File: src/rtl/mmu_pkg.sv
// Shared MMU types: TLB<->PTW request/response payloads and the walk
// scheduler state encoding.
package mmu_pkg;

  localparam int VPN_SIZE = 27;

  typedef struct packed {
    logic [VPN_SIZE-1:0] vpn;
    logic [1:0]          prv;
    logic                store;
    logic                fetch;
  } tlb_ptw_req_t;

  typedef struct packed {
    logic        error;
    logic [1:0]  level;
    logic [63:0] pte;
  } ptw_tlb_resp_t;

  typedef enum logic [1:0] {
    S_IDLE = 2'd0,
    S_WALK = 2'd1,
    S_RESP = 2'd2
  } ptw_state_e;

endpackage

File: src/rtl/ptw_sched.sv
// Arbitrates iTLB/dTLB miss requests onto a single page-table walker and
// routes the walker's response back to the TLB that owns the walk.
module ptw_sched
  import mmu_pkg::*;
(
  input  logic          clk_i,
  input  logic          rstn_i,
  input  logic          itlb_req_valid_i,
  input  tlb_ptw_req_t  itlb_req_i,
  output logic          itlb_req_ready_o,
  output logic          itlb_resp_valid_o,
  input  logic          dtlb_req_valid_i,
  input  tlb_ptw_req_t  dtlb_req_i,
  output logic          dtlb_req_ready_o,
  output logic          dtlb_resp_valid_o,
  output ptw_tlb_resp_t tlb_resp_o,
  output logic          ptw_req_valid_o,
  output tlb_ptw_req_t  ptw_req_o,
  input  logic          ptw_ready_i,
  input  logic          ptw_resp_valid_i,
  input  ptw_tlb_resp_t ptw_resp_i,
  input  logic          flush_i,
  output logic          grant_owner_o
);

  localparam int NUM_REQ = 2;

  ptw_state_e                r_state, w_state_nxt;
  logic [NUM_REQ-1:0]        w_req_valid, w_req_ready, w_pend_valid, w_resp_valid;
  tlb_ptw_req_t [NUM_REQ-1:0] w_req_in, w_pend_req;
  logic                      r_owner, r_ptr, r_squash;
  logic                      w_grant, w_winner, w_walk_done;
  ptw_tlb_resp_t             r_tlb_resp;

  assign w_req_valid = {dtlb_req_valid_i, itlb_req_valid_i};
  assign w_req_in[0] = itlb_req_i;
  assign w_req_in[1] = dtlb_req_i;

  assign w_walk_done = (r_state == S_WALK) && ptw_resp_valid_i;

  // Index 0 = iTLB, 1 = dTLB
  for (genvar k = 0; k < NUM_REQ; k++) begin : g_buf
    logic         r_vld;
    tlb_ptw_req_t r_req;

    assign w_req_ready[k]  = !r_vld && !flush_i;
    assign w_pend_valid[k] = r_vld;
    assign w_pend_req[k]   = r_req;

    always_ff @(posedge clk_i or negedge rstn_i) begin
      if (!rstn_i) begin
        r_vld <= 1'b0;
        r_req <= '0;
      end else if (flush_i) begin
        r_vld <= 1'b0;
      end else if (w_req_valid[k] && w_req_ready[k]) begin
        r_vld <= 1'b1;
        r_req <= w_req_in[k];
      end else if (w_walk_done && (r_owner == 1'(k))) begin
        r_vld <= 1'b0;
      end
    end
  end

  // Sole pending requester wins outright; the pointer only breaks ties.
  assign w_winner = (&w_pend_valid) ? r_ptr : w_pend_valid[1];
  assign w_grant  = (r_state == S_IDLE) && (|w_pend_valid) && ptw_ready_i && !flush_i;

  always_ff @(posedge clk_i or negedge rstn_i) begin
    if (!rstn_i) r_state <= S_IDLE;
    else         r_state <= w_state_nxt;
  end

  always_comb begin
    w_state_nxt = r_state;
    case (r_state)
      S_IDLE:  if (w_grant) w_state_nxt = S_WALK;
      S_WALK:  if (ptw_resp_valid_i) w_state_nxt = S_RESP;
      S_RESP:  w_state_nxt = S_IDLE;
      default: w_state_nxt = S_IDLE;
    endcase
  end

  // A flush landing in S_RESP itself must also kill that cycle's strobe.
  always_comb begin
    ptw_req_valid_o = 1'b0;
    w_resp_valid    = '0;
    case (r_state)
      S_IDLE:  ptw_req_valid_o = w_grant;
      S_RESP:  w_resp_valid[r_owner] = !(r_squash || flush_i);
      default: ;
    endcase
  end

  always_ff @(posedge clk_i or negedge rstn_i) begin
    if (!rstn_i) begin
      r_owner    <= 1'b0;
      r_ptr      <= 1'b0;
      r_squash   <= 1'b0;
      r_tlb_resp <= '0;
    end else begin
      if (w_grant) begin
        r_owner <= w_winner;
        r_ptr   <= ~w_winner;
      end
      if (r_state == S_RESP)                      r_squash <= 1'b0;
      else if (flush_i && (r_state == S_WALK))    r_squash <= 1'b1;
      if (w_walk_done) r_tlb_resp <= ptw_resp_i;
    end
  end

  assign ptw_req_o         = w_pend_req[w_winner];
  assign itlb_req_ready_o  = w_req_ready[0];
  assign dtlb_req_ready_o  = w_req_ready[1];
  assign itlb_resp_valid_o = w_resp_valid[0];
  assign dtlb_resp_valid_o = w_resp_valid[1];
  assign tlb_resp_o        = r_tlb_resp;
  assign grant_owner_o     = r_owner;

endmodule

File: config.mk
export PLATFORM = sky130hd
export DESIGN_NAME = ptw_sched
export DESIGN_NICKNAME = d
export VERILOG_FILES = /design/src/rtl/mmu_pkg.sv /design/src/rtl/ptw_sched.sv
export SDC_FILE = /design/constraint.sdc
export NUM_CORES = 1
export LEC_CHECK = 0
export ABC_AREA = 1
export BUFFER_PORTS_ARGS = -buffer_cell sky130_fd_sc_hd__clkbuf_2
export CORE_MARGIN = 5
export CORE_UTILIZATION = 40
export CTS_BUF_LIST = sky130_fd_sc_hd__clkbuf_4
export CTS_CLUSTER_SIZE = 14
export DETAILED_ROUTE_END_ITERATION = 6
export PLACE_DENSITY_LB_ADDON = 0.08
export REMOVE_ABC_BUFFERS = 1
export SYNTH_ARGS = -nofsm -noshare
export SYNTH_HDL_FRONTEND = slang
export SYNTH_SLANG_ARGS = --single-unit
File: constraint.sdc
create_clock -name clk_i -period 1.4 [get_ports clk_i]
set_input_delay 0 -clock clk_i [delete_from_list [all_inputs] [get_ports clk_i]]
set_output_delay 0 -clock clk_i [all_outputs]
set_load 0.05 [all_outputs]
Word-level counts from Yosys, hierarchy flattened

Index checks and enable logic that the tools add are counted.

Bitwise gates (word level): 4
Reductions and logical operators: 26
Multiplexer cells: 18
$lt $le $gt $ge: 3
Equal/unequal tests: 4

Operators with widths:

| cell                 | number |
|---|---|
| $mux W31             | 2 |
| $logic_and A1 B1 Y1  | 12 |
| $mux W1              | 11 |
| $reduce_and A2 Y1    | 4 |
| $mux W2              | 3 |
| $reduce_bool A3 Y1   | 2 |
| $logic_not A1 Y1     | 4 |
| $lt A1 B2 Y1 const B | 2 |
| $ne A2 B2 Y1 const B | 2 |
| $pmux W2 S2          | 1 |
| $not A1 Y1           | 3 |
| $and A2 B2 Y2        | 1 |
| $eq A2 B1 Y1 const B | 1 |
| $eq A2 B2 Y1 const B | 1 |
| $logic_not A2 Y1     | 1 |
| $reduce_bool A2 Y1   | 1 |
| $reduce_or A2 Y1     | 1 |
| $demux W1 S1         | 1 |
| $ge A1 B1 Y1 const B | 1 |
| $logic_or A1 B1 Y1   | 1 |

Register bits: 136
Word-level logic and storage cells: 72
Output and inout bits: 104
Input bits: 136

Depth between registers and ports, before layout

Gate-level depths: netlist (run 1).

Word-level depth: 6
Mapped depth: 7
Gate-level depth less buffers: 5

Worst setup path before layout (run 1)

OpenSTA, ideal clock, no wires.

Path kind: reg2out
From: register r_owner, in the netlist grant_owner_o
To: output dtlb_resp_valid_o
Path slack: -0.870 ns
Buffers on the path: 0
Stages on the path, launching flop included: 3
Required time: 1.400 ns
Data arrival time: 2.270 ns
Cell sequence: dfrtp_1 inv_1 nor4_1

Cells in the longest elaborated chain, start to end: 6
Elaborated cells on any way between the ends: 7
Classes of those cells: order compare (2); mux (3); bitwise (1); reduce/logical (1)

Ends and longest elaborated chain:

| element                                                            | line             | RTL |
|---|---|---|
| start: declaration                                                 | ptw_sched.sv:31  | `logic r_owner, r_ptr, r_squash;` |
| start signal: assignment                                           | ptw_sched.sv:103 | `r_owner <= w_winner;` |
| $lt A1 B2 Y1 (implied by the code) or $ge A1 B1 Y1 (tied branches) | ptw_sched.sv:90  | `S_RESP: w_resp_valid[r_owner] = !(r_squash \|\| flush_i);` |
| $logic_and A1 B1 Y1 (implied by the code)                          | ptw_sched.sv:90  |  |
| $mux W1 (implied by the code)                                      | ptw_sched.sv:90  |  |
| $demux W1 S1 (*)                                                   | ptw_sched.sv:90  |  |
| $and A2 B2 Y2 (no source line) (*)                                 | n/a              |  |
| $mux W2 (*)                                                        | ptw_sched.sv:88  | `case (r_state)` |
| end: declaration                                                   | ptw_sched.sv:15  | `output logic dtlb_resp_valid_o,` |

Every way passes the cells marked *; elsewhere a longest branch is shown, timed or not.

==> qor.tcl, run 1 <==
set qor(run_status) {complete, but fails checks}
set qor(violated_checks) {setup timing}
set qor(finalSetupViolCount) 98
set qor(die_w_um) 129
set qor(drive_above_1_share_pct) 40.3
set qor(globalplace.congestion) 0.845
set qor(numCtsBuffers) 17
set qor(timing.critical_path.cells) {nand3_2, nand2_8, clkbuf_16, nand2_1, nand2_2, buf_8}
set qor(switchingPower_mw) 8.80
set qor(path_class) {flop to output pin}
set qor(netlist_area_before_placement_um2) 5680
set qor(post-synth-top-area-fraction_pct) 60.0
set qor(post-place-cells) 1103
set qor(cts_htree_levels) 4
set qor(n_fill_cell) 958
set qor(synthDistinctLibCells) 16
set qor(vias) 6450
set qor(drv_cap) 0
set qor(critPathSlowestCell) {dfrtp_2}
set qor(cts_tree) {done}
set qor(dieHeight_um) 129
set qor(ys_ff_latch) 136
set qor(fmax_ghz) 0.566
set qor(report.final.slew_viol_count) 0
set qor(power.switching_fraction_pct) 48.6
set qor(hold_viol_final) 0
set qor(comb_power_share_pct) 52.7
set qor(layout.cells.most_common_list) {323 x nand2_1, 202 x clkbuf_2, 137 x dlygate4sd3_1, 132 x dfrtp_1, 80 x nand2_2}
set qor(final_net_count) 1250
set qor(post-route-worst-setup-slack_ns) -0.366
set qor(area.growth.synth_to_final_pct) 82.2
set qor(drcViolationCount) 0
set qor(critical_path.endpoint_type) {output pin}
set qor(min_period_ns) 1.77
set qor(synth_top_area_cell) {dfrtp_1}
set qor(start_kind) {flop}
set qor(multi_input_logic_area_um2) 2550
set qor(post-place-ws_ns) 0.0418
set qor(gr-usage-all-layers_pct) 24.8
set qor(viasPerCell) 4.93
set qor(post_synth.cell_area_avg_um2) 8.12
set qor(layout_worst_path_cycle_share_pct) 126
set qor(grt_pass1_vias) 6545
set qor(most_common_cell_after_layout_fill_and_taps_aside) {nand2_1}
set qor(synth.area.top_cells) {dfrtp_1 60%, nand2_1 29%, nand3_1 5.8%}
set qor(fin_cells) 1307
set qor(clock_root_buffer) {clkbuf_4}
set qor(worst_slew_pin_slew_ns) 0.507
set qor(yosysWarnings) 0
set qor(crit_path_max_incr_delay_ns) 0.47
set qor(core.rowCount) 43
set qor(totalNegativeSetupSlack_ns) -14.46
set qor(grt_setup_unrepaired) {true}
set qor(antenna_left) 0
set qor(synth.yosys.seq_area_share_pct) 60.0
set qor(core_area_um2) 13900
set qor(power.total_mw) 18.1
set qor(drtIter0Drc) 365
set qor(clock_power_share_pct) 13.3
set qor(wp_data_arrival_ns) 1.77
set qor(clock_insertion_delay_worst_skew_ns) 0.52
set qor(detailed_placer_s_ending_hpwl_um) 12300
set qor(regArea_um2) 3410
set qor(critical_path_peak_fanout) 6
set qor(floorplan.io_pins) 240
set qor(cp_data_required_time_ns) 1.40
set qor(grt_antenna_before_repair) 1
set qor(grt.overflow.total) 0
set qor(clkSinkCount) 136
set qor(clk_pin_slew_worst_paths_ns) 0.11
set qor(power.density_nw_per_um2) 1750
set qor(start_util_pct) 40.9
set qor(core_util_final_pct) 74.5
set qor(number_of_instances_in_the_synthesized_netlist) 699
set qor(p_seq_share_pct) 34.0
set qor(p_int_mw) 9.31
set qor(grt_pass1_wl_um) 32600
set qor(die_area_um2) 16700
set qor(grt_start_max_net_pins) 69
set qor(cts_buffer_depth) 2
set qor(io_buffer_count) 239
set qor(max_slew_margin_pct) 66.2
set qor(cellLeakagePower_nw) 5.56
set qor(fin_worst_skew_ns) 0.0147
set qor(first_pass_iters) 5
set qor(min-delay-path-class) {primary input to flop}
set qor(drt_wl_total_um) 22700
set qor(wire_per_inst_um) 17.4
set qor(ir_worst_vdd_mv) 1.53
[final cells by class]
cell class	instances	share of cell area, %
flip-flops and latches	136	33.0
well taps	180	2.18
repair buffers	435	37.3
multi-input cells	514	24.7
inverters	10	0.387
diodes	3	0.0726
clock inverters	7	0.775
clock buffers	22	1.60
[worst max-delay path, delay by kind of cell (launching register included)]
kind	cells	cell delay, ns
DFF	1	0.47
and+or+nand+nor	4	0.47
buffers and inverters	2	0.32
[metal layers]
metal | track usage, % | wire [µm]
met1 | 30.0 | 8480
met4 | 9.76 | 875
met5 | 0 | 0
met2 | 41.8 | 11400
met3 | 7.30 | 1970
[per-stage QoR]
step	cell area, µm²	hold WS, ns
after floorplan	5480	-0.296
after global placement	7330	-0.0209
after detailed placement	7330	-0.0161
after CTS	9640	0.146
after global routing	10300	0.174
final	10300	0.215
[Yosys cell counts (all sizes together)]
master    n
clkbuf   10
dfrtp   136
a21oi     1
nor4      2
nand3    67
o21ai     3
nor2      9
o31ai     1
buf      29
inv      10
nand2   431
[sequential cells by signal, indices dropped and copies added (netlist names)]
signal	flops
r_state	2
tlb_resp_o	67
grant_owner_o	1
g_buf.r_req	62
g_buf.r_vld	2
r_squash	1
r_ptr	1
[what timing repair did]
| action | CTS | global route |
|---|---|---|
| hold buffers | 137 | 0 |
| resized for setup | 112 | 158 |
| buffers inserted | 19 | 10 |
| endpoints found under the hold margin | 272 | 0 |
| pin swaps | 3 | 19 |
| endpoints found under the setup margin | 36 | 97 |
| cloned | 4 | 10 |
[path summary, 6_finish.rpt]
check / cells past startpoint / endpoint / start / slack (ns)
min: 4 / tlb_resp_o[46] / ptw_resp_i[46] / 0.22
max in group asynchronous: 4 / tlb_resp_o[64] / rstn_i / 0.34
max: 6 / ptw_req_o[14] / g_buf[1].r_vld / -0.37
min reg2reg: 2 / g_buf[1].r_req[15] / g_buf[1].r_req[15] / 0.48
min in group asynchronous: 3 / g_buf[1].r_req[10] / rstn_i / 0.52
max reg2reg: 8 / g_buf[1].r_req[14] / g_buf[1].r_vld / -0.11
[power groups by stage]
stage	Sequential [mW]	Clock [mW]	Combinational [mW]
6_report	6.16	2.40	9.55
5_1_grt	6.31	2.64	10.1
4_1_cts	6.00	2.48	8.88
3_5_place_dp	6.01	0	7.90
3_3_place_gp	6.02	0	7.81
2_1_floorplan	9.08	0	2.35
[kinds of logic after synthesis]
kind of cell           synth area share, %
flip-flops                            60.0
buffers and inverters                 4.06
AND/OR/NAND/NOR                       35.5
AO/OA/AOI/OAI                        0.485
Power figures use the tool's default switching activity.
==> run 2, diff against run 1 <==
Settings changed: ABC_AREA 1 to default.
==> qor.tcl, run 2 <==
set qor(layout.cells.most_common_list) {202 x clkbuf_2, 154 x mux2_4, 136 x dlygate4sd3_1, 135 x dfrtp_1, 22 x buf_8}
set qor(comb_power_share_pct) 51.3 ;# -1.4 points
set qor(viasPerCell) 4.64 ;# -6.0%
set qor(synthAdderAreaFrac_pct) 0 ;# unchanged
set qor(post-route-worst-setup-slack_ns) -0.530 ;# -0.163 ns
set qor(grt_start_max_net_pins) 45 ;# -35%
set qor(start_kind) {flop}
set qor(cts_tree) {done}
set qor(power.density_nw_per_um2) 1710 ;# -2.4%
set qor(dpl_cell_area_um2) 7300 ;# -0.44%
set qor(cellLeakagePower_nw) 5.16 ;# -7.2%
set qor(ir_worst_vdd_mv) 0.989 ;# -35%
set qor(hold_viol_final) 0 ;# unchanged
set qor(critPathSlowestCell) {dfrtp_1}
set qor(start_util_pct) 40.3 ;# -0.54 points
set qor(cts_buffer_depth) 2 ;# unchanged
set qor(drtIter0Drc) 151 ;# -59%
set qor(p_int_mw) 10.4 ;# +11%
set qor(yosysMostFrequentCell) {dfrtp_1}
set qor(clk_pin_slew_worst_paths_ns) 0.11 ;# about the same
set qor(fmax_ghz) 0.518 ;# -8.5%
set qor(globalplace.congestion) 0.793 ;# -6.1%
set qor(clock_power_share_pct) 15.9 ;# +2.6 points
set qor(worst_slew_pin_slew_ns) 0.443 ;# -0.0642 ns
set qor(floorplan.io_pins) 240 ;# unchanged
set qor(yosysWarnings) 0 ;# unchanged
set qor(post_synth_and_or_nand_nor_area_fraction_pct) 1.44 ;# -34 points
set qor(violated_checks) {setup timing}
set qor(grt_pass1_wl_um) 27800 ;# -15%
set qor(dominant_combinational_cell_family_by_area_after_synthesis) {multiplexers}
set qor(finalSetupViolCount) 164 ;# +67%
set qor(die_w_um) 131 ;# +1.2%
set qor(p_seq_share_pct) 32.9 ;# -1.1 points
set qor(drcViolationCount) 0 ;# unchanged
set qor(io_buffer_count) 239 ;# unchanged
set qor(dieHeight_um) 131 ;# +1.2%
set qor(path_class) {flop to output pin}
set qor(grt_setup_unrepaired) {true}
set qor(ys_ff_latch) 136 ;# unchanged
set qor(ff2ff_path_depth) 7 ;# -1
set qor(muxShareOfSynthArea_pct) 35.2 ;# +35 points
set qor(power.switching_fraction_pct) 42.0 ;# -6.6 points
set qor(first_pass_iters) 4 ;# -1
set qor(fin_cells) 967 ;# -26%
set qor(netlist_area_before_placement_um2) 5820 ;# +2.5%
set qor(cts_htree_levels) 4 ;# unchanged
set qor(critical_path_peak_fanout) 3 ;# -3
set qor(antenna_left) 0 ;# unchanged
set qor(die_area_um2) 17100 ;# +2.3%
set qor(numCtsBuffers) 17 ;# unchanged
set qor(power.total_mw) 17.9 ;# -1.4%
set qor(min_period_ns) 1.93 ;# +0.163 ns
set qor(switchingPower_mw) 7.50 ;# -15%
set qor(hold_slack_ns) 0.235 ;# +0.0197 ns
set qor(use_met3_pct) 6.91 ;# -0.39 points
set qor(max_ffs_per_register) 67 ;# unchanged
set qor(crit_path_max_incr_delay_ns) 0.41 ;# -0.06 ns
set qor(post-synth-top-area-fraction_pct) 58.5 ;# -1.5 points
set qor(worstSetupPathDepth) 7 ;# +1
set qor(timing.critical_path.cells) {buf_4, buf_6, buf_6, nor2_4, and4bb_2, buf_6, clkbuf_16}
set qor(final_net_count) 905 ;# -28%
set qor(area.growth.synth_to_final_pct) 79.3
set qor(max_slew_margin_pct) 70.5 ;# +4.3 points
set qor(critical_path.endpoint_type) {output pin}
set qor(synthDistinctLibCells) 20 ;# +4
set qor(post-place-cells) 765 ;# -31%
set qor(gr-usage-all-layers_pct) 21.6 ;# -3.2 points
set qor(drv_cap) 0 ;# unchanged
set qor(fin_worst_skew_ns) 0.00825 ;# -0.00643 ns
set qor(xor_xnor_share_of_the_synthesized_area_pct) 0 ;# unchanged
set qor(regArea_um2) 3400 ;# -0.11%
set qor(synth-compound-area-share_pct) 0.753 ;# +0.27 points
set qor(ys_dominant_reg_cell) {dfrtp_1}
set qor(drt_wl_total_um) 18600 ;# -18%
set qor(critPathBufInv) 5 ;# +3
set qor(post_synth.cell_area_avg_um2) 17.2 ;# +110%
set qor(post_synth_most_frequent_cells) {136 x dfrtp_1, 101 x mux2_2, 60 x mux2_4, 7 x buf_4}
set qor(cp_top_family) {buffers and inverters}
set qor(multi_input_logic_area_um2) 2590 ;# +1.5%
set qor(core.rowCount) 44 ;# +2.3%
set qor(cp_data_required_time_ns) 1.40 ;# about the same
set qor(most_common_cell_after_layout_fill_and_taps_aside) {clkbuf_2}
set qor(clock_insertion_delay_worst_skew_ns) 0.53 ;# about the same
set qor(clock_root_buffer) {clkbuf_4}
set qor(wp_data_arrival_ns) 1.93 ;# +0.16 ns
set qor(holdPathStages) 5 ;# +1
set qor(run_status) {complete, but fails checks}
set qor(vias) 4485 ;# -30%
set qor(min-delay-path-class) {primary input to flop}
set qor(groute.layer.met2.usage_pct) 36.1 ;# -5.6 points
set qor(synth_top_area_cell) {dfrtp_1}
set qor(synth_enable_flop_cells) 0 ;# unchanged
set qor(grt_pass1_vias) 4963 ;# -24%
set qor(wire_per_inst_um) 19.3 ;# +11%
set qor(clkSinkCount) 136 ;# unchanged
set qor(layout.cell_area.non_filler_um2) 10400 ;# +0.94%
set qor(detailed_placer_s_ending_hpwl_um) 10600 ;# -14%
set qor(synth.area.top_cells) {dfrtp_1 58%, mux2_2 20%, mux2_4 15%}
set qor(drive_above_1_share_pct) 63.6 ;# +23 points
set qor(core_area_um2) 14400 ;# +3.9%
set qor(synth.yosys.seq_area_share_pct) 58.5 ;# -1.5 points
set qor(busiest_layer) {met2}
set qor(report.final.slew_viol_count) 0 ;# unchanged
set qor(grt.overflow.total) 0 ;# unchanged
set qor(n_fill_cell) 906 ;# -5.4%
set qor(synth_async_sr_flop_share_pct) 100 ;# unchanged
set qor(crit_path_frequent_cell) {buf_6}
set qor(grt_antenna_before_repair) 1 ;# unchanged
set qor(number_of_instances_in_the_synthesized_netlist) 339 ;# -52%
set qor(layout_worst_path_cycle_share_pct) 138 ;# +12 points
set qor(globalRouteMet1Util_pct) 26.6 ;# -3.4 points
## run 2: path summary, 6_finish.rpt
path	slack, ns	end	start
max	-0.53	ptw_req_valid_o	g_buf[0].r_vld
min	0.23	grant_owner_o	flush_i
max reg2reg	-0.28	g_buf[0].r_req[23]	g_buf[0].r_vld
min reg2reg	0.52	g_buf[1].r_req[20]	g_buf[1].r_req[20]
max in group asynchronous	0.24	g_buf[1].r_vld	rstn_i
min in group asynchronous	0.52	tlb_resp_o[15]	rstn_i
## run 2: power by group through the flow
stage,clock network [mW],registers (mW),logic (mW)
after floorplan,0,8.63,2.53
after global placement,0,5.79,7.19
after detailed placement,0,5.83,7.26
after CTS,2.93,5.81,9.05
after global routing,3.10,5.99,9.49
final,2.83,5.87,9.15
## run 2: what timing repair did
action,4_1_cts,5_1_grt
buffers inserted,23,6
pin swaps,6,6
hold buffers,136,0
gates cloned,12,1
endpoints found under the setup margin,159,168
endpoints found under the hold margin,271,0
gates resized for setup,227,37
## run 2: final cells by class
class	instances	area share, %
repair buffers	429	37.2
diodes	1	0.0240
clock buffers	21	1.51
multi-input cells	182	24.8
flip-flops and latches	136	32.6
inverters	3	0.108
well taps	184	2.21
clock inverters	11	1.47
## run 2: kinds of logic (layout without fill, tap and decap cells)
| logic type | Yosys count | after routing |
|---|---|---|
| other | 0 | 1 |
| multiplexers | 162 | 162 |
| flip-flops | 136 | 136 |
| buffers and inverters | 21 | 464 |
| AO/OA/AOI/OAI | 6 | 6 |
| AND/OR/NAND/NOR | 14 | 14 |
## run 2: stage by stage
step | util [%] | worst slack, ns | TNS (ns)
final | 72.4 | -0.530 | -31.22
after global routing | 72.4 | -0.659 | -41.61
after CTS | 72.2 | -0.585 | -35.13
after detailed placement | 50.6 | -0.109 | -8.45
after floorplan | - | -1.53 | -207.38
after global placement | 50.6 | -0.0797 | -7.09
## run 2: routing by layer
| layer | part of all wire [%] | routed length, µm |
|---|---|---|
| met1 | 41 | 7650 |
| met4 | 2.1 | 386 |
| met3 | 8.5 | 1590 |
| met5 | 0 | 0 |
| met2 | 48 | 9010 |
## run 2: worst min-delay path, delay by kind of cell
kind / cells / cell delay, ns
mux: 1 / 0.11
buf+inv: 2 / 0.29
simple gates: 2 / 0.32
